**src/rtl/mod_fixed_mul_pipe_pkg.sv**
```systemverilog
// Fixed-point helpers shared by the pipelined multiplier and its rounding stage.
// Saturation limits are returned as longint, so widths up to 63 bits are supported.
package pkg_fixed;

  typedef enum logic {FX_TRUNC, FX_ROUND} fx_round_t;

  function automatic longint fx_max(input int w);
    return (longint'(1) << (w - 1)) - longint'(1);
  endfunction

  function automatic longint fx_min(input int w);
    return -(longint'(1) << (w - 1));
  endfunction

endpackage

```
**src/rtl/mod_fixed_mul_pipe_if.sv**
```systemverilog
// Streaming handshake bundle for the fixed-point multiplier.
// The slave side is the multiplier; the master side is the data source and sink.
interface mod_fixed_mul_pipe_if #(
  parameter int W         = 32,
  parameter int TAG_WIDTH = 4
);
  logic [W-1:0]         i_a;
  logic [W-1:0]         i_b;
  logic [TAG_WIDTH-1:0] i_tag;
  logic                 i_round;
  logic                 i_valid;
  logic                 o_in_ready;
  logic [W-1:0]         o_out;
  logic [TAG_WIDTH-1:0] o_tag;
  logic                 o_sat;
  logic                 o_valid;
  logic                 i_out_ready;
  logic                 o_sat_sticky;
  logic                 i_sat_clr;

  modport slave (
    input  i_a, i_b, i_tag, i_round, i_valid, i_out_ready, i_sat_clr,
    output o_in_ready, o_out, o_tag, o_sat, o_valid, o_sat_sticky
  );

  modport master (
    output i_a, i_b, i_tag, i_round, i_valid, i_out_ready, i_sat_clr,
    input  o_in_ready, o_out, o_tag, o_sat, o_valid, o_sat_sticky
  );
endinterface

```
**src/rtl/mod_fixed_mul_pipe_round_sat.sv**
```systemverilog
// Combinational rounding and saturation of a 2W-bit Q product back to W bits.
// Rounding is done at 2W+1 bits, so adding the half-LSB can never wrap.
module mod_fixed_round_sat
  import pkg_fixed::*;
#(
  parameter int W = 32,
  parameter int P = 8
) (
  input  logic signed [2*W-1:0] prod,
  input  fx_round_t             mode,
  output logic        [W-1:0]   res,
  output logic                  sat
);
  localparam int HS = (P > 0) ? P - 1 : 0;
  localparam logic signed [2*W:0] HALF    = (P > 0) ? ((2*W+1)'(1) <<< HS) : '0;
  localparam logic signed [2*W:0] MAX_EXT = (2*W+1)'(fx_max(W));
  localparam logic signed [2*W:0] MIN_EXT = (2*W+1)'(fx_min(W));

  logic signed [2*W:0] sum;
  logic signed [2*W:0] r;

  always_comb begin
    sum = {prod[2*W-1], prod} + ((mode == FX_ROUND) ? HALF : '0);
    r   = sum >>> P;
    res = r[W-1:0];
    sat = 1'b0;
    if (r > MAX_EXT) begin
      res = MAX_EXT[W-1:0];
      sat = 1'b1;
    end else if (r < MIN_EXT) begin
      res = MIN_EXT[W-1:0];
      sat = 1'b1;
    end
  end
endmodule

```
**src/rtl/mod_fixed_mul_pipe.sv**
```systemverilog
// Three-stage signed Q-format multiplier with valid/ready streaming and a sticky clamp flag.
// A downstream stall freezes every stage at once; bubbles stay in place.
module mod_fixed_mul_pipe
  import pkg_fixed::*;
#(
  parameter int INPUT_WIDTH = 32,
  parameter int INPUT_POINT = 8,
  parameter int TAG_WIDTH   = 4
) (
  input logic                 i_clk,
  input logic                 i_rst,
  mod_fixed_mul_pipe_if.slave bus
);
  localparam int W = INPUT_WIDTH;

  logic                  en;
  logic                  v0, v1;
  logic signed [W-1:0]   a0, b0;
  logic [TAG_WIDTH-1:0]  tag0, tag1;
  fx_round_t             rnd0, rnd1;
  logic signed [2*W-1:0] prod1;
  logic [W-1:0]          rs_res;
  logic                  rs_sat;
  logic                  sat_set;

  assign en             = ~(bus.o_valid & ~bus.i_out_ready);
  assign bus.o_in_ready = en;
  assign sat_set        = bus.o_valid & bus.i_out_ready & bus.o_sat;

  always_ff @(posedge i_clk or posedge i_rst) begin
    if (i_rst) begin
      v0   <= 1'b0;
      a0   <= '0;
      b0   <= '0;
      tag0 <= '0;
      rnd0 <= FX_TRUNC;
    end else if (en) begin
      v0   <= bus.i_valid;
      a0   <= bus.i_a;
      b0   <= bus.i_b;
      tag0 <= bus.i_tag;
      rnd0 <= fx_round_t'(bus.i_round);
    end
  end

  always_ff @(posedge i_clk or posedge i_rst) begin
    if (i_rst) begin
      v1    <= 1'b0;
      prod1 <= '0;
      tag1  <= '0;
      rnd1  <= FX_TRUNC;
    end else if (en) begin
      v1    <= v0;
      prod1 <= (2*W)'(a0) * (2*W)'(b0);
      tag1  <= tag0;
      rnd1  <= rnd0;
    end
  end

  mod_fixed_round_sat #(.W(W), .P(INPUT_POINT)) u_round_sat (
    .prod (prod1),
    .mode (rnd1),
    .res  (rs_res),
    .sat  (rs_sat)
  );

  always_ff @(posedge i_clk or posedge i_rst) begin
    if (i_rst) begin
      bus.o_valid <= 1'b0;
      bus.o_out   <= '0;
      bus.o_tag   <= '0;
      bus.o_sat   <= 1'b0;
    end else if (en) begin
      bus.o_valid <= v1;
      bus.o_out   <= rs_res;
      bus.o_tag   <= tag1;
      bus.o_sat   <= rs_sat;
    end
  end

  // Set wins over clear when a clamped beat leaves in the same cycle.
  always_ff @(posedge i_clk or posedge i_rst) begin
    if (i_rst)              bus.o_sat_sticky <= 1'b0;
    else if (sat_set)       bus.o_sat_sticky <= 1'b1;
    else if (bus.i_sat_clr) bus.o_sat_sticky <= 1'b0;
  end
endmodule
```
**src/flat_wrapper.sv**
```systemverilog
// flat-port wrapper written by rule: the top's interface ports become plain ports
module mod_fixed_mul_pipe_flat import pkg_fixed::*;
#(
  parameter int INPUT_WIDTH = 32,
  parameter int INPUT_POINT = 8,
  parameter int TAG_WIDTH   = 4
)
  (i_clk, i_rst, bus_i_a, bus_i_b, bus_i_tag, bus_i_round, bus_i_valid, bus_i_out_ready, bus_i_sat_clr, bus_o_in_ready, bus_o_out, bus_o_tag, bus_o_sat, bus_o_valid, bus_o_sat_sticky);
  mod_fixed_mul_pipe_if #(.TAG_WIDTH(TAG_WIDTH)) bus_i ();
  input logic i_clk;
  input logic i_rst;
  input wire logic [$bits(bus_i.i_a)-1:0] bus_i_a;
  input wire logic [$bits(bus_i.i_b)-1:0] bus_i_b;
  input wire logic [$bits(bus_i.i_tag)-1:0] bus_i_tag;
  input wire logic [$bits(bus_i.i_round)-1:0] bus_i_round;
  input wire logic [$bits(bus_i.i_valid)-1:0] bus_i_valid;
  input wire logic [$bits(bus_i.i_out_ready)-1:0] bus_i_out_ready;
  input wire logic [$bits(bus_i.i_sat_clr)-1:0] bus_i_sat_clr;
  output wire logic [$bits(bus_i.o_in_ready)-1:0] bus_o_in_ready;
  output wire logic [$bits(bus_i.o_out)-1:0] bus_o_out;
  output wire logic [$bits(bus_i.o_tag)-1:0] bus_o_tag;
  output wire logic [$bits(bus_i.o_sat)-1:0] bus_o_sat;
  output wire logic [$bits(bus_i.o_valid)-1:0] bus_o_valid;
  output wire logic [$bits(bus_i.o_sat_sticky)-1:0] bus_o_sat_sticky;
  assign bus_i.i_a = bus_i_a;
  assign bus_i.i_b = bus_i_b;
  assign bus_i.i_tag = bus_i_tag;
  assign bus_i.i_round = bus_i_round;
  assign bus_i.i_valid = bus_i_valid;
  assign bus_i.i_out_ready = bus_i_out_ready;
  assign bus_i.i_sat_clr = bus_i_sat_clr;
  assign bus_o_in_ready = bus_i.o_in_ready;
  assign bus_o_out = bus_i.o_out;
  assign bus_o_tag = bus_i.o_tag;
  assign bus_o_sat = bus_i.o_sat;
  assign bus_o_valid = bus_i.o_valid;
  assign bus_o_sat_sticky = bus_i.o_sat_sticky;
  mod_fixed_mul_pipe #(.INPUT_WIDTH(INPUT_WIDTH), .INPUT_POINT(INPUT_POINT), .TAG_WIDTH(TAG_WIDTH)) u_core (.i_clk(i_clk), .i_rst(i_rst), .bus(bus_i));
endmodule
```
**config.mk**
```make
export PLATFORM = sky130hd
export DESIGN_NAME = mod_fixed_mul_pipe_flat
export DESIGN_NICKNAME = d
export VERILOG_FILES = /design/src/rtl/mod_fixed_mul_pipe_pkg.sv /design/src/rtl/mod_fixed_mul_pipe_if.sv /design/src/rtl/mod_fixed_mul_pipe_round_sat.sv /design/src/rtl/mod_fixed_mul_pipe.sv /design/src/flat_wrapper.sv
export SDC_FILE = /design/constraint.sdc
export NUM_CORES = 2
export LEC_CHECK = 0
export ABC_AREA = 1
export CAP_MARGIN = 30
export CELL_PAD_IN_SITES_DETAIL_PLACEMENT = 0
export CELL_PAD_IN_SITES_GLOBAL_PLACEMENT = 2
export CORE_MARGIN = 8
export CORE_UTILIZATION = 40
export CTS_CLUSTER_DIAMETER = 50
export DETAILED_ROUTE_END_ITERATION = 8
export PLACE_DENSITY_LB_ADDON = 0.1
export RECOVER_POWER = 50
export SETUP_SLACK_MARGIN = 0.1
export SYNTH_ARGS = -nofsm -noshare
export SYNTH_HDL_FRONTEND = slang
export SYNTH_SLANG_ARGS = --single-unit
```
**constraint.sdc**
```tcl
create_clock -name i_clk -period 10.7 [get_ports i_clk]
set_clock_uncertainty 0.15 [all_clocks]
set_input_delay 2.14 -clock i_clk [delete_from_list [all_inputs] [get_ports i_clk]]
set_output_delay 2.14 -clock i_clk [all_outputs]
set_load 0.005 [all_outputs]
```
==> qor.yml <==
status: "complete, but fails checks"
violations: "max-capacitance violations, max-slew violations"
placed_area_sq_mm: 0.0496
crit_slowest_cell: "clkinvlp_2"
area_growth_pct: 7.74
wl_mm: 158
cts_tree: "yes"
num_rows: 125
setup_viol_count_final: 0
gp_congestion: 0.926
relSlewSlack_pct: -192
grt-ovfl-total: 0
finalCritPeriodShare_pct: 87.4
grt_pass1_vias: 39700
dieArea_sq_mm: 0.128
viasPerCell: 4.83
syn_area_per_cell_sq_um: 7.77
synth_edf_count: 0
critPathCaptureType: "output pin"
worstMarginPinSlew_ns: 4.36
slew_violations: 256
routedWlPerCell_um: 21.0
regArea_sq_mm: 0.00431
syn-cell-area_sq_mm: 0.0467
synth-seq-cells: 172
synth_top_area_share_pct: 46.3
via_count: 36200
synth.most_common_cell: "nand2_1"
fill_cells: 12200
initial_utilization_pct: 40.2
hold_path.class: "flop to flop"
grt_use_total_pct: 25.7
path_cells: "dlygate4sd3_1 > nor2_4 > clkbuf_1 > clkinvlp_2 > clkdlybuf4s50_1"
cts_root_buf: "clkbuf_16"
rsz0062_at_grt: "false"
slowest_delay_ns: 2.19
synth_cell_types: 44
path_max_fanout: 39
required_ns: 8.41
drtIter0Drc: 2468
core_sq_mm: 0.116
min_period_ns: 9.36
cts.htree.levels: 4
yosysTopAreaCell: "fa_1"
ios: 114
syn_inst: 6009
clkLatencyLatePin_ns: 0.54
synthTopCellsByCount: "nand2_1, inv_1, fa_1"
post_cts_buffers: 0
multiInputGateArea_sq_mm: 0.0349
post-route-util_pct: 43.4
cts_hold_repair.buffers: 0
die_h_um: 358
hold_violations: 0
synth-warning-count: 0
antenna_found_initial: 5
drcViolationCount: 0
nets: 7304
cts_sinks: 172
crit_type: "input pin to output pin"
drtPass1Iterations: 8
yosysSeqAreaShare_pct: 9.22
grt_pass1_wl_mm: 248
cts-resized-gates: 0
drive_gt1_share_pct: 3.31
fmax_ghz: 0.107
ys_top_cells_by_area: "fa_1, nand2_1, inv_1"
maxCapViolCount: 5
syn_nets: 7345
cp_data_arrival_time_ns: 7.07
chipWidth_um: 358
start_kind: "input pin"
clkTransAtPathRegs_ns: 0.08
synthFlopType: "dfrtp_1"
place.port_buffers: 113
async_reset_ff_share_pct: 100
n_antenna_cell: 0
postRouteAntennaNets: 0
numCtsBuffers: 17
ctsLongestPathBuffers: 2
setup_tns_ns: 0
grt_max_degree: 155
holdWs_ns: 0.328
fin_area_sq_mm: 0.0503
hpwlAfterDp_mm: 133
[through the flow]
stage | cells | setup slack [ns]
6_report | 7505 | 1.34
5_1_grt | 7505 | 1.05
4_1_cts | 7501 | 1.52
3_5_place_dp | 7469 | 1.56
3_3_place_gp | 7461 | 1.53
2_1_floorplan | 6009 | 2.91
[registers in the layout, summed over array words and instances (netlist names), 4 cells and up]
register,flops
u_core.prod1,57
u_core.a0,32
u_core.b0,32
u_core.bus.o_out,32
u_core.bus.o_tag,4
u_core.tag0,4
u_core.tag1,4
[layout make-up]
type / count / area share [%]
Clock inverter: 15 / 0.415
Inverter: 1699 / 12.7
Tap cell: 1524 / 3.79
Timing Repair Buffer: 225 / 4.34
Multi-Input combinational cell: 3853 / 69.4
Clock buffer: 17 / 0.845
Sequential cell: 172 / 8.57
[cell families (layout without fill, tap and decap cells)]
kind of cell | count (synthesis) | count (layout) | share of synthesized area, %
XOR/XNOR | 54 | 54 | 1.01
adder cells (fa/ha/maj) | 1262 | 1262 | 51.2
flip-flops | 172 | 172 | 9.22
buffers and inverters | 1984 | 1956 | 16.1
AND/OR/NAND/NOR | 2244 | 2244 | 18.9
AO/OA/AOI/OAI | 293 | 293 | 3.58
[worst max-delay path: cells and delay by family]
family                 cells  cell delay [ns]
AND/OR/NAND/NOR            1             0.11
buffers and inverters      4             4.75
[worst paths after layout]
| check | from | to | slack, ns | cells past startpoint |
|---|---|---|---|---|
| min reg2reg | u_core.tag0[0] | u_core.tag1[0] | 0.33 | 2 |
| max | bus_i_out_ready | bus_o_in_ready | 1.34 | 5 |
| max reg2reg | u_core.a0[31] | u_core.prod1[53] | 1.62 | 24 |
| min | u_core.tag0[0] | u_core.tag1[0] | 0.33 | 2 |
| min in group asynchronous | i_rst | u_core.b0[1] | 3.22 | 2 |
| max in group asynchronous | i_rst | u_core.prod1[58] | 2.36 | 3 |
[layer usage]
layer / track usage (%) / wire length, um / vias up
li1: - / - / 16800
met3: 2.54 / 6080 / 134
met5: 0 / 27 / -
met1: 35.0 / 70600 / 18500
met2: 44.7 / 77900 / 769
met4: 4.98 / 3130 / 4
[placed cells by master, fill, tap and decap left out, types with 10 or more instances in the layout]
master,count
dlygate4sd3_1,41
nand4_1,29
nor2_2,11
nand2_2,11
nor2_1,316
buf_16,10
nand3_1,116
fa_1,1081
xor2_1,37
ha_1,181
a21oi_1,105
a31oi_1,15
clkbuf_16,17
clkdlybuf4s50_1,72
nand2_1,1701
a21boi_0,14
inv_1,1696
o21ai_0,111
dfrtp_1,166
nor3_1,19
buf_4,93
or2_2,18
xnor2_1,17
Power is left out: the tool's default activity adds up to more than one toggle a clock period on the data nets, which glitch-free logic cannot reach.
